--- config.mk ---
export PLATFORM = sky130hd
export DESIGN_NAME = rv_multicycle_ctrl
export DESIGN_NICKNAME = d
export VERILOG_FILES = /design/src/rtl/rv_multicycle_ctrl.sv
export SDC_FILE = /design/constraint.sdc
export NUM_CORES = 1
export LEC_CHECK = 0
export CORE_MARGIN = 4
export CORE_UTILIZATION = 39
export DETAILED_ROUTE_END_ITERATION = 7
export GPL_TIMING_DRIVEN = 0
export HOLD_SLACK_MARGIN = 0.12
export PLACE_DENSITY = 0.85
export SYNTH_ARGS = -nofsm -noshare
export SYNTH_HDL_FRONTEND = slang
export SYNTH_SLANG_ARGS = --single-unit
--- constraint.sdc ---
create_clock -name i_clk -period 2.59 [get_ports i_clk]
set_input_delay 0.259 -clock i_clk [delete_from_list [all_inputs] [get_ports i_clk]]
set_output_delay 0.259 -clock i_clk [all_outputs]
set_load 0.005 [all_outputs]
--- src/rtl/rv_multicycle_ctrl.sv ---
// Main control FSM for the multi-cycle RV32I core: sequences the shared ALU,
// the unified memory port and the register file for LW/SW/R/I/BEQ/JAL.
module rv_multicycle_ctrl #(
  parameter bit RESET_STATE_FETCH = 1'b1
) (
  input  logic       i_clk,
  input  logic       i_rst_n,
  input  logic       i_start,
  input  logic [6:0] i_opcode,
  input  logic [2:0] i_funct3,
  input  logic       i_funct7b5,
  input  logic       i_zero,
  input  logic       i_mem_ready,
  output logic       o_mem_req,
  output logic       o_mem_write,
  output logic       o_adr_src,
  output logic       o_ir_write,
  output logic       o_pc_write,
  output logic       o_reg_write,
  output logic [1:0] o_alu_src_a,
  output logic [1:0] o_alu_src_b,
  output logic [3:0] o_alu_op,
  output logic [1:0] o_result_src,
  output logic [1:0] o_imm_src,
  output logic       o_illegal,
  output logic [3:0] o_state
);

  localparam logic [6:0] OP_LW  = 7'b0000011;
  localparam logic [6:0] OP_SW  = 7'b0100011;
  localparam logic [6:0] OP_R   = 7'b0110011;
  localparam logic [6:0] OP_I   = 7'b0010011;
  localparam logic [6:0] OP_B   = 7'b1100011;
  localparam logic [6:0] OP_JAL = 7'b1101111;

  localparam logic [3:0] ALU_ADD = 4'b0000;
  localparam logic [3:0] ALU_SUB = 4'b1000;
  localparam logic [3:0] ALU_AND = 4'b0111;
  localparam logic [3:0] ALU_OR  = 4'b0110;
  localparam logic [3:0] ALU_XOR = 4'b0100;

  typedef enum logic [3:0] {
    S_IDLE     = 4'd0,
    S_FETCH    = 4'd1,
    S_DECODE   = 4'd2,
    S_MEMADR   = 4'd3,
    S_MEMREAD  = 4'd4,
    S_MEMWB    = 4'd5,
    S_MEMWRITE = 4'd6,
    S_EXECR    = 4'd7,
    S_EXECI    = 4'd8,
    S_ALUWB    = 4'd9,
    S_BEQ      = 4'd10,
    S_JAL      = 4'd11
  } state_t;

  state_t state_reg, state_next;

  function automatic logic [3:0] logic_op(input logic [2:0] f3);
    case (f3)
      3'b111:  logic_op = ALU_AND;
      3'b110:  logic_op = ALU_OR;
      3'b100:  logic_op = ALU_XOR;
      default: logic_op = ALU_ADD;
    endcase
  endfunction

  always_ff @(posedge i_clk) begin
    if (!i_rst_n) state_reg <= RESET_STATE_FETCH ? S_FETCH : S_IDLE;
    else          state_reg <= state_next;
  end

  always_comb begin
    state_next   = state_reg;
    o_mem_req    = 1'b0;
    o_mem_write  = 1'b0;
    o_adr_src    = 1'b0;
    o_ir_write   = 1'b0;
    o_pc_write   = 1'b0;
    o_reg_write  = 1'b0;
    o_alu_src_a  = 2'b00;
    o_alu_src_b  = 2'b00;
    o_alu_op     = ALU_ADD;
    o_result_src = 2'b00;
    o_imm_src    = 2'b00;
    o_illegal    = 1'b0;
    case (state_reg)
      S_IDLE: if (i_start) state_next = S_FETCH;
      S_FETCH: begin
        o_mem_req    = 1'b1;
        o_alu_src_b  = 2'b10;
        o_result_src = 2'b10;
        if (i_mem_ready) begin
          o_ir_write = 1'b1;
          o_pc_write = 1'b1;
          state_next = S_DECODE;
        end
      end
      S_DECODE: begin
        // ALU computes oldPC + B-immediate here so BEQ finds its target in ALUOut
        o_alu_src_a = 2'b01;
        o_alu_src_b = 2'b01;
        o_imm_src   = 2'b10;
        case (i_opcode)
          OP_LW, OP_SW: state_next = S_MEMADR;
          OP_R:         state_next = S_EXECR;
          OP_I:         state_next = S_EXECI;
          OP_B:         state_next = S_BEQ;
          OP_JAL:       state_next = S_JAL;
          default: begin
            o_illegal  = 1'b1;
            state_next = S_FETCH;
          end
        endcase
      end
      S_MEMADR: begin
        o_alu_src_a = 2'b10;
        o_alu_src_b = 2'b01;
        if (i_opcode == OP_SW) begin
          o_imm_src  = 2'b01;
          state_next = S_MEMWRITE;
        end else begin
          state_next = S_MEMREAD;
        end
      end
      S_MEMREAD: begin
        o_mem_req = 1'b1;
        o_adr_src = 1'b1;
        if (i_mem_ready) state_next = S_MEMWB;
      end
      S_MEMWB: begin
        o_result_src = 2'b01;
        o_reg_write  = 1'b1;
        state_next   = S_FETCH;
      end
      S_MEMWRITE: begin
        o_mem_req   = 1'b1;
        o_mem_write = 1'b1;
        o_adr_src   = 1'b1;
        if (i_mem_ready) state_next = S_FETCH;
      end
      S_EXECR: begin
        o_alu_src_a = 2'b10;
        o_alu_op    = (i_funct3 == 3'b000 && i_funct7b5) ? ALU_SUB : logic_op(i_funct3);
        state_next  = S_ALUWB;
      end
      S_EXECI: begin
        o_alu_src_a = 2'b10;
        o_alu_src_b = 2'b01;
        o_alu_op    = logic_op(i_funct3);
        state_next  = S_ALUWB;
      end
      S_ALUWB: begin
        o_reg_write = 1'b1;
        state_next  = S_FETCH;
      end
      S_BEQ: begin
        o_alu_src_a = 2'b10;
        o_alu_op    = ALU_SUB;
        o_pc_write  = i_zero;
        state_next  = S_FETCH;
      end
      S_JAL: begin
        o_alu_src_a = 2'b01;
        o_alu_src_b = 2'b10;
        o_pc_write  = 1'b1;
        state_next  = S_ALUWB;
      end
      default: state_next = S_FETCH;
    endcase
    // Reset abandons any in-flight access: no request and no architectural write
    if (!i_rst_n) begin
      o_mem_req   = 1'b0;
      o_mem_write = 1'b0;
      o_ir_write  = 1'b0;
      o_pc_write  = 1'b0;
      o_reg_write = 1'b0;
      o_illegal   = 1'b0;
    end
  end

  assign o_state = state_reg;

endmodule
# After elaboration in Yosys (flattened, before gate mapping)
# Index checks and enable logic that the tools add are counted.
# word_totals
reg_bits,4
latchBits,0
mem_bits_rw,0
mem_bits_ro,0
inputBits,16
memories,0
# op_classes
addsub,0
n_mul,0
div_mod_pow,0
magnitude_cmp,0
eq_ne,24
n_shift,0
n_mux,30
bitwise,0
n_reduce_logical,14
# op_table
operator,count
$pmux 4 s7,1
$mux 4,5
$pmux 4 s5,1
$eq 4x3->1 const B,4
$eq 4x4->1 const B,4
$pmux 2 s2,4
$mux 1,15
$eq 7x6->1 const B,2
$eq 7x7->1 const B,2
$pmux 4 s3,1
$reduce_or 2->1,5
$eq 3x3->1 const B,3
$pmux 3 s3,1
$reduce_or 3->1,3
$eq 4x2->1 const B,2
$ne 2x2->1 const B,4
$eq 7x2->1 const B,1
$eq 7x5->1 const B,1
$reduce_or 6->1,1
$eq 4x1->1 const B,1
$logic_not 4->1,1
$reduce_and 4->1,1
$reduce_or 4->1,1
$logic_not 3->1,1
other kinds (3),3

# Longest topological paths before layout
# logic_depth
depth_word,5
ltp_mapped,6
mapped_depth_nobuf,4

# Worst setup path before layout
# Ideal clock, no wire load.
# synth_path
kind,register to output
start,register state_reg[3] (netlist: o_state[3])
end,output port o_pc_write
arrival_time_ns,1.198
required_ns,2.331
setup_slack_ns,1.133
stages_incl_launch_ff,5
path_buffers,1
cell_sequence,dfxtp_1 > clkbuf_1 > and2_1 > o21ai_0 > a211oi_1
# synth_via
elab_chain_len,3
# synth_lines
element,line_no,text
from (decl),57,"state_t state_reg, state_next;"
from (signal assigned),69,if (!i_rst_n) state_reg <= RESET_STATE_FETCH ? S_FETCH : S_IDLE;
from (signal assigned),70,else state_reg <= state_next;
$eq 4x4->1 / $eq 4x1->1 (equally long branches),87,case (state_reg)
$pmux 1 s3 (*),87,
$mux 1 (*),172,if (!i_rst_n) begin
to (decl),18,"output logic o_pc_write,"
# Mark *: on every way between the ends. The rest lies on a longest branch, timed or not.

# Final worst setup path
# layout_path
start,input port i_opcode[3]
end,output port o_imm_src[0]
# layout_via
elab_chain_len,3
# layout_lines
element,line_no,text
from (decl),9,"input logic [6:0] i_opcode,"
$eq 7x6->1,119,if (i_opcode == OP_SW) begin
$mux 1,119,
$pmux 2 s2,87,
to (decl),24,"output logic [1:0] o_imm_src,"
# Every way passes these cells.

==> metrics <==
Initial Util=0.410; Post-Place Cells=155; TritonCTS clock tree=built; post-DP HPWL=between 1.5 and 2 mm; critical path required time=2.33 ns; CP Depth=4; relative slew slack=0.737; number of I/O port buffers=38; top cells by area, synth=dfxtp_1 13%, nor3_1 11%, nor2_1 7.3%, nand2b_1 7.1%, a21oi_1 6.5%; Post-Synth Simple-Gate Area=0.522; CP top delay family=buffers and inverters; final cycle utilization of the critical path=0.913; hold_buf cts=0; Worst Setup Start Kind=primary input; Worst setup EP type=primary output; post-synthesis cell type with the largest combined area=dfxtp_1; DR pass1 iterations=4; Syn Nets=117; PwrDens=472 nW/um^2; Layout Cells excl Fill=approximately 160; Setup Skew=approximately 0.00022 ns; Synth Register Bits=4; via count=871; TNS Setup=0 ns; Reg2Reg Depth=6; Syn Area/Cell=~6.1 um^2; multi-input logic area=between 400 and 500 um^2; leading cell type in the layout, fill and taps excluded=clkdlybuf4s50_1; Worst-path clk slew=0.04 ns; Least-Margin Pin Slew=0.392 ns; xor and xnor fraction of the mapped netlist area=0.0283; worst hold path class=primary input to register; chip height=47.8 um; initial antenna violation count=0; RSZ-0062 raised after global routing=false; grt ovf=0; Largest register FFs=4; TritonCTS buffer count=3; Arr. time, crit path=roughly 2.1 ns; Compound-Gate Fraction of Synth Area=0.247; ANT cells=0; IO Pins=39; Fmax=423 MHz; routed length per placed instance=12.8 um; adder-cell share of the synthesized area=0; synth warn=0; first-pass GRT wire length=3.04 mm; Row Count=14; DR DRC count=0; drt initial violations=26; Root Driver=clkbuf_4; WHS Path Cells=3; endpoints failing setup=0; synth-to-layout area growth=68.4%; mux cell area share after synthesis=0; peak supply drop=0.000362 V; largest net degree at the start of global routing=11; vias per cell=5.51; delay of the slowest critical-path stage=0.60 ns; Post-Synthesis Cell Area=618 um^2; Core Footprint=about 1500 um^2; CP max-delay cell=or4_4; crit-path max FO=6; Die W=47.8 um; PostCTS Resize Cnt=0; fin nets=160; Hold Vio Cnt, Final=0; max cap viols=0; main combinational cell family by area after synthesis=simple AND/OR/NAND/NOR gates; status=finished clean; Synth Instances=101; wirelength, routed=2.03 mm; setup repair bufs after CTS=0; Yosys top cell area share=0.130; most frequent cells in the layout=38 x clkdlybuf4s50_1, 13 x nor3_1, 12 x nor2_1; GRT Total Usage=0.181; Layout fillers=~140; Fin Hold WS=0.636 ns; Seq/Total Area, Yosys=0.130; Cell Chain, Critical Path=clkdlybuf4s50_1 > or4_4 > nor4_1 > clkdlybuf4s50_1; clk sink count=4; Worst Slack Setup Final=0.225 ns; Detail Route Antenna Nets=0; Pleak=around 0.38 nW; worst setup path category=primary input to primary output; Top cell by count, worst path=clkdlybuf4s50_1; vias in the first global route=717; die footprint=2290 um^2; Netlist cell types=32; layout cell share with drive strength beyond 1=0.0634; max-slew violations=0; FF+latch area=80.1 um^2; clock buffer depth=2; clk_lat worst skew=0.23 ns; CP Buf/Inv Count=2; fin crit period=approximately 2.4 ns; routability cong.=approximately 0.81; H-tree lvl count=1; pre-CTS setup slack=0.227 ns
==> path summary, 6_finish.rpt <==
| path | endpoint | from | slack (ns) |
|---|---|---|---|
| setup / recovery | o_imm_src[0] | i_opcode[3] | 0.22 |
| hold / removal | o_state[3]$_SDFFE_PN0P_ | i_opcode[0] | 0.64 |
| setup reg to reg | o_state[1]$_SDFFE_PN0P_ | o_state[0]$_SDFFE_PN1P_ | 1.13 |
| hold reg to reg | o_state[2]$_SDFFE_PN0P_ | o_state[1]$_SDFFE_PN0P_ | 0.67 |
==> cell usage after synthesis (all sizes together) <==
library cell	count
nor3	13
nor2	12
a21oi	8
nand2	8
nand2b	8
o21ai	7
inv	6
nor2b	5
buf	4
dfxtp	4
nand3	3
nor4	3
a211oi	2
and2	2
xor2	2
a211o	1
a311o	1
a31oi	1
and3	1
clkbuf	1
nand3b	1
nand4	1
nand4b	1
o221ai	1
o311a	1
o32a	1
o41ai	1
or3	1
or4	1
==> stage by stage <==
stage | power, mW | instance area, um^2 | utilization
global route | 0.536 | 1040 | 0.691
detailed placement | 0.416 | 1020 | 0.676
floorplan | 0.251 | 618 | -
global placement | 0.411 | 1020 | 0.676
CTS | 0.495 | 1040 | 0.691
finish | 0.491 | 1040 | 0.691
==> where the power goes <==
part | leakage (nW) | internal, mW | switching [mW]
sequential | 0.0328 | 0.0731 | 0.0145
clock | 0.0138 | 0.0516 | 0.0222
combinational | 0.331 | 0.172 | 0.158
==> final cells by class <==
class,instances,share of cell area
flip-flops and latches,4,0.0769
well taps,16,0.0192
repair buffers,38,0.365
clock buffers,3,0.0216
multi-input cells,86,0.474
plain buffers,5,0.0216
inverters,6,0.0216
==> cells by family after synthesis <==
kind of cell              Yosys count
buffers and inverters              11
xor gates and xnor gates            2
and+or+nand+nor                    60
AOI/OAI and AO/OA                  24
DFF                                 4
==> tightest hold or removal path, stage by stage <==
cell and delay (ns):
clkdlybuf4s50_1 0.42, nand4_1 0.07, o21ai_0 0.07
==> metal layers <==
metal	routed length, um	part of all wire	track usage	up-vias
met2	943	0.46	0.282	28
met3	144	0.071	0.0338	2
li1	-	-	-	453
met1	930	0.46	0.249	388
met4	10	0.0049	0.0591	0
met5	0	0	0	-
(Power assumes the default switching activity.)
